## src/rtl/dtc_stream_scorer.sv

```systemverilog
// -----------------------------------------------------------------------------
// dtc_stream_scorer
//
// Sequential driver and scorer for a combinational decision-tree classifier
// (8-bit feature vector in, 2-bit class out). Labelled samples arrive on a
// valid/ready stream. Each feature vector is registered onto the classifier
// input and given SETTLE cycles to propagate. The prediction is then captured,
// compared with the label and emitted on a result stream, while running
// accuracy counters are updated.
//
// Parameters:
//   CNT_W   width of the sample / hit counters (saturating at all-ones)
//   SETTLE  classifier settle time in clock cycles, 1..15
//
// Ports:
//   clk, rst_n           clock, asynchronous active-low reset
//   s_valid/s_ready      sample stream handshake
//   s_feat, s_label      feature vector and ground-truth class
//   s_last               marks the final sample of an evaluation run
//   clf_inp              registered feature vector driven to the classifier
//   clf_outp             classifier prediction
//   m_valid/m_ready      result stream handshake
//   m_pred, m_label      captured prediction and the matching label
//   m_hit                m_pred == m_label
//   total_cnt, hit_cnt   samples scored / correct predictions since clear
//   done                 sticky run-complete flag
//   clear                synchronous clear of the counters and done
//   conf_cnt             (DTC_SCORER_CONFUSION_EN only) 4x4 confusion matrix,
//                        entry label*4+pred packed LSB-first, CNT_W bits each
//
// Optional feature macro: DTC_SCORER_CONFUSION_EN
// -----------------------------------------------------------------------------
module dtc_stream_scorer #(
  parameter int CNT_W  = 16,
  parameter int SETTLE = 1
) (
  input  logic             clk,
  input  logic             rst_n,
  input  logic             s_valid,
  output logic             s_ready,
  input  logic [7:0]       s_feat,
  input  logic [1:0]       s_label,
  input  logic             s_last,
  output logic [7:0]       clf_inp,
  input  logic [1:0]       clf_outp,
  output logic             m_valid,
  input  logic             m_ready,
  output logic [1:0]       m_pred,
  output logic [1:0]       m_label,
  output logic             m_hit,
  output logic [CNT_W-1:0] total_cnt,
  output logic [CNT_W-1:0] hit_cnt,
  output logic             done,
  input  logic             clear
`ifdef DTC_SCORER_CONFUSION_EN
  ,
  output logic [16*CNT_W-1:0] conf_cnt
`endif
);

  typedef enum logic [2:0] {
    IDLE,
    SETTLE_W,
    CAPTURE,
    REPORT,
    DONE
  } state_t;

  localparam logic [CNT_W-1:0] CNT_ONE    = CNT_W'(1);
  localparam logic [CNT_W-1:0] CNT_MAX    = {CNT_W{1'b1}};
  localparam logic [3:0]       SETTLE_LD  = 4'(SETTLE - 1);

  state_t     state;
  state_t     next_state;
  logic [3:0] settle_cnt;
  logic [1:0] label_q;
  logic       last_q;
  logic       accept;
  logic       handshake;
  logic       hit_now;

  assign accept    = (state == IDLE) && s_valid && s_ready;
  assign handshake = (state == REPORT) && m_valid && m_ready;
  assign hit_now   = (clf_outp == label_q);

  // State register.
  always_ff @(posedge clk or negedge rst_n) begin
    if (!rst_n) begin
      state <= IDLE;
    end else begin
      state <= next_state;
    end
  end

  // Next-state logic. A clear that lands on the final handshake starts a
  // fresh run, so the FSM returns to IDLE instead of parking in DONE.
  always_comb begin
    next_state = state;
    case (state)
      IDLE: begin
        if (accept) next_state = SETTLE_W;
      end
      SETTLE_W: begin
        if (settle_cnt == 4'd0) next_state = CAPTURE;
      end
      CAPTURE: begin
        next_state = REPORT;
      end
      REPORT: begin
        if (handshake) next_state = (last_q && !clear) ? DONE : IDLE;
      end
      DONE: begin
        if (clear) next_state = IDLE;
      end
      default: begin
        next_state = IDLE;
      end
    endcase
  end

  // s_ready and done are registered from the next state. This keeps both
  // low while reset is asserted and glitch-free afterwards. As a result,
  // s_ready first rises one edge after reset is released.
  always_ff @(posedge clk or negedge rst_n) begin
    if (!rst_n) begin
      s_ready <= 1'b0;
      done    <= 1'b0;
    end else begin
      s_ready <= (next_state == IDLE);
      done    <= (next_state == DONE);
    end
  end

  // Sample intake and settle timing. clf_inp changes only on an accept edge
  // so the classifier sees a stable vector for the whole evaluation.
  always_ff @(posedge clk or negedge rst_n) begin
    if (!rst_n) begin
      clf_inp    <= 8'd0;
      label_q    <= 2'd0;
      last_q     <= 1'b0;
      settle_cnt <= 4'd0;
    end else if (accept) begin
      clf_inp    <= s_feat;
      label_q    <= s_label;
      last_q     <= s_last;
      settle_cnt <= SETTLE_LD;
    end else if ((state == SETTLE_W) && (settle_cnt != 4'd0)) begin
      settle_cnt <= settle_cnt - 4'd1;
    end
  end

  // Result register. It is loaded once in CAPTURE and then held untouched
  // through REPORT until the consumer takes it.
  always_ff @(posedge clk or negedge rst_n) begin
    if (!rst_n) begin
      m_valid <= 1'b0;
      m_pred  <= 2'd0;
      m_label <= 2'd0;
      m_hit   <= 1'b0;
    end else if (state == CAPTURE) begin
      m_valid <= 1'b1;
      m_pred  <= clf_outp;
      m_label <= label_q;
      m_hit   <= hit_now;
    end else if (handshake) begin
      m_valid <= 1'b0;
    end
  end

  // Accuracy counters. A clear wins over a coincident capture, so that
  // sample's increment is dropped. Both counters saturate, and hit_cnt only
  // steps alongside total_cnt, so hit_cnt never overtakes total_cnt.
  always_ff @(posedge clk or negedge rst_n) begin
    if (!rst_n) begin
      total_cnt <= '0;
      hit_cnt   <= '0;
    end else if (clear) begin
      total_cnt <= '0;
      hit_cnt   <= '0;
    end else if (state == CAPTURE) begin
      if (total_cnt != CNT_MAX) total_cnt <= total_cnt + CNT_ONE;
      if (hit_now && (hit_cnt != CNT_MAX)) hit_cnt <= hit_cnt + CNT_ONE;
    end
  end

`ifdef DTC_SCORER_CONFUSION_EN
  logic [CNT_W-1:0] conf_q [16];
  logic [3:0]       conf_idx;

  assign conf_idx = {label_q, clf_outp};

  // Confusion matrix. A row is selected by the label and a column by the
  // prediction. It follows the same clear and saturation rules as the
  // counters above.
  always_ff @(posedge clk or negedge rst_n) begin
    if (!rst_n) begin
      for (int i = 0; i < 16; i++) conf_q[i] <= '0;
    end else if (clear) begin
      for (int i = 0; i < 16; i++) conf_q[i] <= '0;
    end else if ((state == CAPTURE) && (conf_q[conf_idx] != CNT_MAX)) begin
      conf_q[conf_idx] <= conf_q[conf_idx] + CNT_ONE;
    end
  end

  // Pack the matrix onto the flat output, entry 0 in the low bits.
  always_comb begin
    conf_cnt = '0;
    for (int i = 0; i < 16; i++) conf_cnt[i*CNT_W +: CNT_W] = conf_q[i];
  end
`endif

endmodule
```

## config.mk

```make
export PLATFORM = sky130hd
export DESIGN_NAME = dtc_stream_scorer
export DESIGN_NICKNAME = d
export VERILOG_FILES = /design/src/rtl/dtc_stream_scorer.sv
export SDC_FILE = /design/constraint.sdc
export NUM_CORES = 1
export LEC_CHECK = 0
export ABC_CLOCK_PERIOD_IN_PS = 5700
export BUFFER_PORTS_ARGS = -buffer_cell sky130_fd_sc_hd__buf_2
export CAP_MARGIN = 30
export CELL_PAD_IN_SITES_DETAIL_PLACEMENT = 0
export CELL_PAD_IN_SITES_GLOBAL_PLACEMENT = 1
export CORE_ASPECT_RATIO = 0.9
export CORE_UTILIZATION = 44
export DETAILED_ROUTE_END_ITERATION = 12
export HOLD_SLACK_MARGIN = 0.02
export PLACE_DENSITY = 0.93
export REMOVE_ABC_BUFFERS = 1
export SYNTH_ARGS = -nofsm -noshare
export SYNTH_HDL_FRONTEND = slang
export SYNTH_SLANG_ARGS = --single-unit
```

## constraint.sdc

```tcl
create_clock -name clk -period 5.7 [get_ports clk]
set_input_delay 0.855 -clock clk [delete_from_list [all_inputs] [get_ports clk]]
set_output_delay 0.855 -clock clk [all_outputs]
set_load 0.01 [all_outputs]
```

* Word-level counts from Yosys, hierarchy flattened
Cells that the tools add are included.
Cells by class: add/subtract/negate cells 3, equality and inequality tests 8, mux-type cells 16, reductions and logical operators 19
Operators by type and width (count):
- $mux W16 | 6
- $add A16 B1 Y16 const B | 2
- $ne A16 B16 Y1 const B | 2
- $mux W3 | 5
- $pmux W3 S5 | 1
- $reduce_bool A2 Y1 | 5
- $mux W4 | 2
- $logic_and A1 B1 Y1 | 7
- $eq A3 B2 Y1 const B | 2
- $eq A3 B3 Y1 const B | 2
- $logic_not A3 Y1 | 2
- $logic_not A4 Y1 | 1
- $reduce_and A2 Y1 | 2
- $reduce_bool A4 Y1 | 1
- $sub A4 B1 Y4 const B | 1
- $eq A3 B1 Y1 const B | 1
- $eq A2 B2 Y1 | 1
- $mux W1 | 2
- $logic_not A1 Y1 | 1
Word-level totals: register bits after elaboration 58, word-level logic and storage cells 59

* Logic depth before layout (Yosys ltp)
depth in word-level cells 6, mapped depth 7, gate-level depth less buffers 7

* Worst setup path after synthesis
Ideal clock, no wire load.
path type input port to flip-flop, start input port clf_outp[1], end register hit_cnt[15], arrival time 1.922 ns, slack 3.651 ns, cell stages on the path 5, path buffers 0, cells stage by stage xnor2_1 -> nand3_2 -> nor4_4 -> nand2b_1 -> mux2_1
Between the ends: cells in the longest elaborated chain, start to end 4
RTL lines:
- start, declared | line 45 | input logic [1:0] clf_outp,
- $eq A2 B2 Y1 | line 84 | assign hit_now = (clf_outp == label_q);
- $logic_and A1 B1 Y1 | line 182 | if (hit_now && (hit_cnt != CNT_MAX)) hit_cnt <= hit_cnt + CNT_ONE;
- $reduce_bool A2 Y1 (no source line)
- $reduce_and A2 Y1 (no source line)
- end signal, assigned | line 182
- end, declared | line 52 | output logic [CNT_W-1:0] hit_cnt,
No other way between the ends. A chain may end at the register's enable or synchronous reset.

* Worst setup path after layout
start register state[2], end register hit_cnt[15]
Between the ends: cells in the longest elaborated chain, start to end 3
RTL lines:
- start, declared | line 73 | state_t state;
- start signal, assigned | line 91 | state <= next_state;
- $eq A3 B2 Y1 | line 180 | end else if (state == CAPTURE) begin
- $reduce_bool A2 Y1 (no source line)
- $reduce_and A2 Y1 (no source line)
No other way between the ends.

==> flow_summary.yaml <==
outcome:
  outcome: "finished, final reports clean"
clock_tree:
  cts_max_level: 3
  root_buffer: "clkbuf_8"
  post_cts_buffers: 0
  cts_buffers: 9
  clkTransAtPathRegs_ps: 70
  ctsResizeCount: 0
  clock_path_buffers: 2
  cts_hold_repair.buffers: 0
  cts_tree: "yes"
  clock_latency_ps: 330
  cts.sinks: 58
drt:
  via_per_inst: 5.195
  drc: 0
  routed_wirelength_um: 5799
  drt_iter0_drc: 141
  wl_per_cell_um: 13.45
  drt_first_pass_iters: 4
  ant_nets: 0
  dr_total_vias: 2239
power_and_ir_drop:
  p_clk_frac: 0.299
  power_frac_comb: 0.256
  p_int_mw: 0.8779
  ir_worst_vdd_v: 0.0003101
  p_total_mw: 1.269
  power_switching_mw: 0.3908
  p_leak_nw: 1.641
  p_seq_frac: 0.445
  power.density_mw_per_mm2: 366.3
  sw_frac_of_total: 0.3081
timing:
  hold_violations: 0
  worst_pin_slew_ps: 713.0
  rsz0062_at_grt: "false"
  setup_violations: 0
  relSlewSlack: 0.5247
  tns_ps: 0
  drv_slew: 0
  fmax_mhz: 391.2
  finalCriticalPeriod_ps: 2556
  skew_ps: 8.143
  fin_crit_sh: 0.4484
  fin_hold_ws_ps: 471.5
hold_path:
  holdCritStartpoint: "m_pred[1]$_DFFE_PN0P_"
  worstHoldEndpoint: "m_pred[1]$_DFFE_PN0P_"
  hold_class: "reg2reg"
  min_path_cells: 2
final_layout:
  area_growth_pct: 21.46
  utilization: 0.5602
  fillers: 537
  nets: 361
  diodes: 0
  layout-drive-gt1-share: 0.2965
setup_path:
  critPathBufInv: 0
  worstSetupEndpointType: "flop"
  cp_slowest_cell: "nor3b_4"
  critical_path_class: "reg2reg"
  crit_arrival_ps: 2760
  worstRegToRegCells: 5
  path_max_fanout: 15
  r2r_slack_ps: 3140
  r2r_start: "state[2]$_DFF_PN0_"
  cp_cell_sequence: "nor3b_4 > nand3_2 > nor4_4 > nand2b_1 > mux2_1"
  slowest_delay_ps: 600
  crit_path_start_kind: "flop"
  required_ps: 5910
  critPathTopFamily: "simple AND/OR/NAND/NOR gates"
  r2r-end: "hit_cnt[15]$_DFFE_PN0P_"
floorplan:
  die_x_um: 86.86
  row_count: 27
  top_level_ports: 66
  die-area_sq_mm: 0.006807
  core-area_sq_mm: 0.006182
  die_h_um: 78.37
  start_util: 0.4612
synthesis:
  synth_edf_count: 0
  yosys_register_bits: 58
  yosysWarnings: 0
  synth_most_common_cell: "dfrtp_1"
  synth-async-reset-ratio: 1.000
  synthCells: 270
  yosys.area.top_type_share: 0.5090
  synth_area_sq_mm: 0.002851
  seq_area_frac_synth: 0.5090
  synthTopCellsByArea: "dfrtp_1, nor2_1, xnor2_1"
  synth_top_area_cell: "dfrtp_1"
  syn_avg_cell_area_sq_um: 10.56
  synthTopCellsByCount: "dfrtp_1, nor2_1, nand2_1"
  synth_cell_type_count: 45
  synthFlopType: "dfrtp_1"
global_route:
  overflow: 0
  antenna_found_initial: 0
  grt_pass1_vias: 2098
  grt_max_degree: 59
  grt_pass1_wl_um: 9867
  grt_use_total: 0.1899
placed_design:
  gp_congestion: 0.8552
  dp_hpwl_um: 4012
  port-buffer-count: 65
run:
  max_cap_viol_count: 0
area by class of cell:
cell class,count,area [sq um],share of cell area
well taps,87,108.9,0.03143
repair buffers,68,351.6,0.1015
inverters,5,18.77,0.005419
clock buffers,11,151.4,0.04371
flip-flops and latches,58,1451,0.4191
clock inverters,5,52.55,0.01517
multi-input cells,197,1329,0.3837
cell families (layout without fill, tap and decap cells):
group / Yosys count / in the layout / synth area share
fa+ha+maj: 4 / 4 / 0.01755
compound gates: 27 / 27 / 0.08030
flops: 58 / 58 / 0.5090
mux: 14 / 14 / 0.05441
xor+xnor: 27 / 27 / 0.08293
buf+inv: 15 / 89 / 0.02501
simple gates: 125 / 125 / 0.2308
cells in the final DEF (no fill, tap or decap), types with 3 or more instances in the layout:
master	instances
xnor2_1	16
clkinv_2	3
o21a_1	4
nand3_1	12
nand4_1	10
clkbuf_8	11
ha_1	4
inv_1	5
nor4_1	3
nand2_1	28
and3_1	6
a311oi_1	3
nor2_1	38
nor3_1	10
a21oi_1	3
mux2_2	11
xor2_1	11
dfrtp_1	58
o2111ai_1	4
buf_2	65
a211oi_1	3
worst max-delay path by stage:
| stage | start | endpoint | slack [ps] | cells past startpoint |
|---|---|---|---|---|
| 2_1_floorplan | clf_outp[1] | hit_cnt[15]$_DFFE_PN0P_ | 3510 | 5 |
| 3_3_place_gp | clear | total_cnt[15]$_DFFE_PN0P_ | 3190 | 6 |
| 3_5_place_dp | clear | total_cnt[15]$_DFFE_PN0P_ | 3140 | 6 |
| 4_1_cts | state[2]$_DFF_PN0_ | hit_cnt[15]$_DFFE_PN0P_ | 3140 | 5 |
| 5_1_grt | state[2]$_DFF_PN0_ | hit_cnt[15]$_DFFE_PN0P_ | 2970 | 5 |
| 6_report | state[2]$_DFF_PN0_ | hit_cnt[15]$_DFFE_PN0P_ | 3140 | 5 |
per-layer routing:
metal | global-route usage | up-vias | routed length [um]
li1 | - | 1104 | -
met1 | 0.2483 | 1071 | 2830
met2 | 0.2961 | 62 | 2678
met3 | 0.07150 | 2 | 278
met4 | 0.04833 | 0 | 11
met5 | 0 | - | 0
sequential cells by signal, summed over array words and instances, names as in the netlist:
| signal | count |
|---|---|
| clf_inp | 8 |
| done | 1 |
| hit_cnt | 16 |
| label_q | 2 |
| last_q | 1 |
| m_hit | 1 |
| m_label | 2 |
| m_pred | 2 |
| m_valid | 1 |
| s_ready | 1 |
| settle_cnt | 4 |
| state | 3 |
| total_cnt | 16 |
stage by stage:
stage               std cells  worst slack, ps  area, sq um
finish                    431             3144         3463
global route              431             2975         3463
CTS                       431             3144         3463
detailed placement        415             3145         3259
global placement          414             3187         3248
floorplan                 260             3509         2799
power by group through the flow:
| stage | Combinational (mW) | Clock (mW) | Sequential, mW |
|---|---|---|---|
| after floorplan | 0.180 | 0 | 0.590 |
| after global placement | 0.311 | 0 | 0.567 |
| after detailed placement | 0.327 | 0 | 0.571 |
| after CTS | 0.329 | 0.395 | 0.564 |
| after global routing | 0.361 | 0.412 | 0.577 |
| final | 0.325 | 0.380 | 0.565 |
worst reg2reg max path, cell delays in order (launching register included):
cell and delay [ps]:
dfrtp_1 470, nor3b_4 600, nand3_2 460, nor4_4 480
nand2b_1 110, mux2_1 310
(Power assumes the default switching activity.)
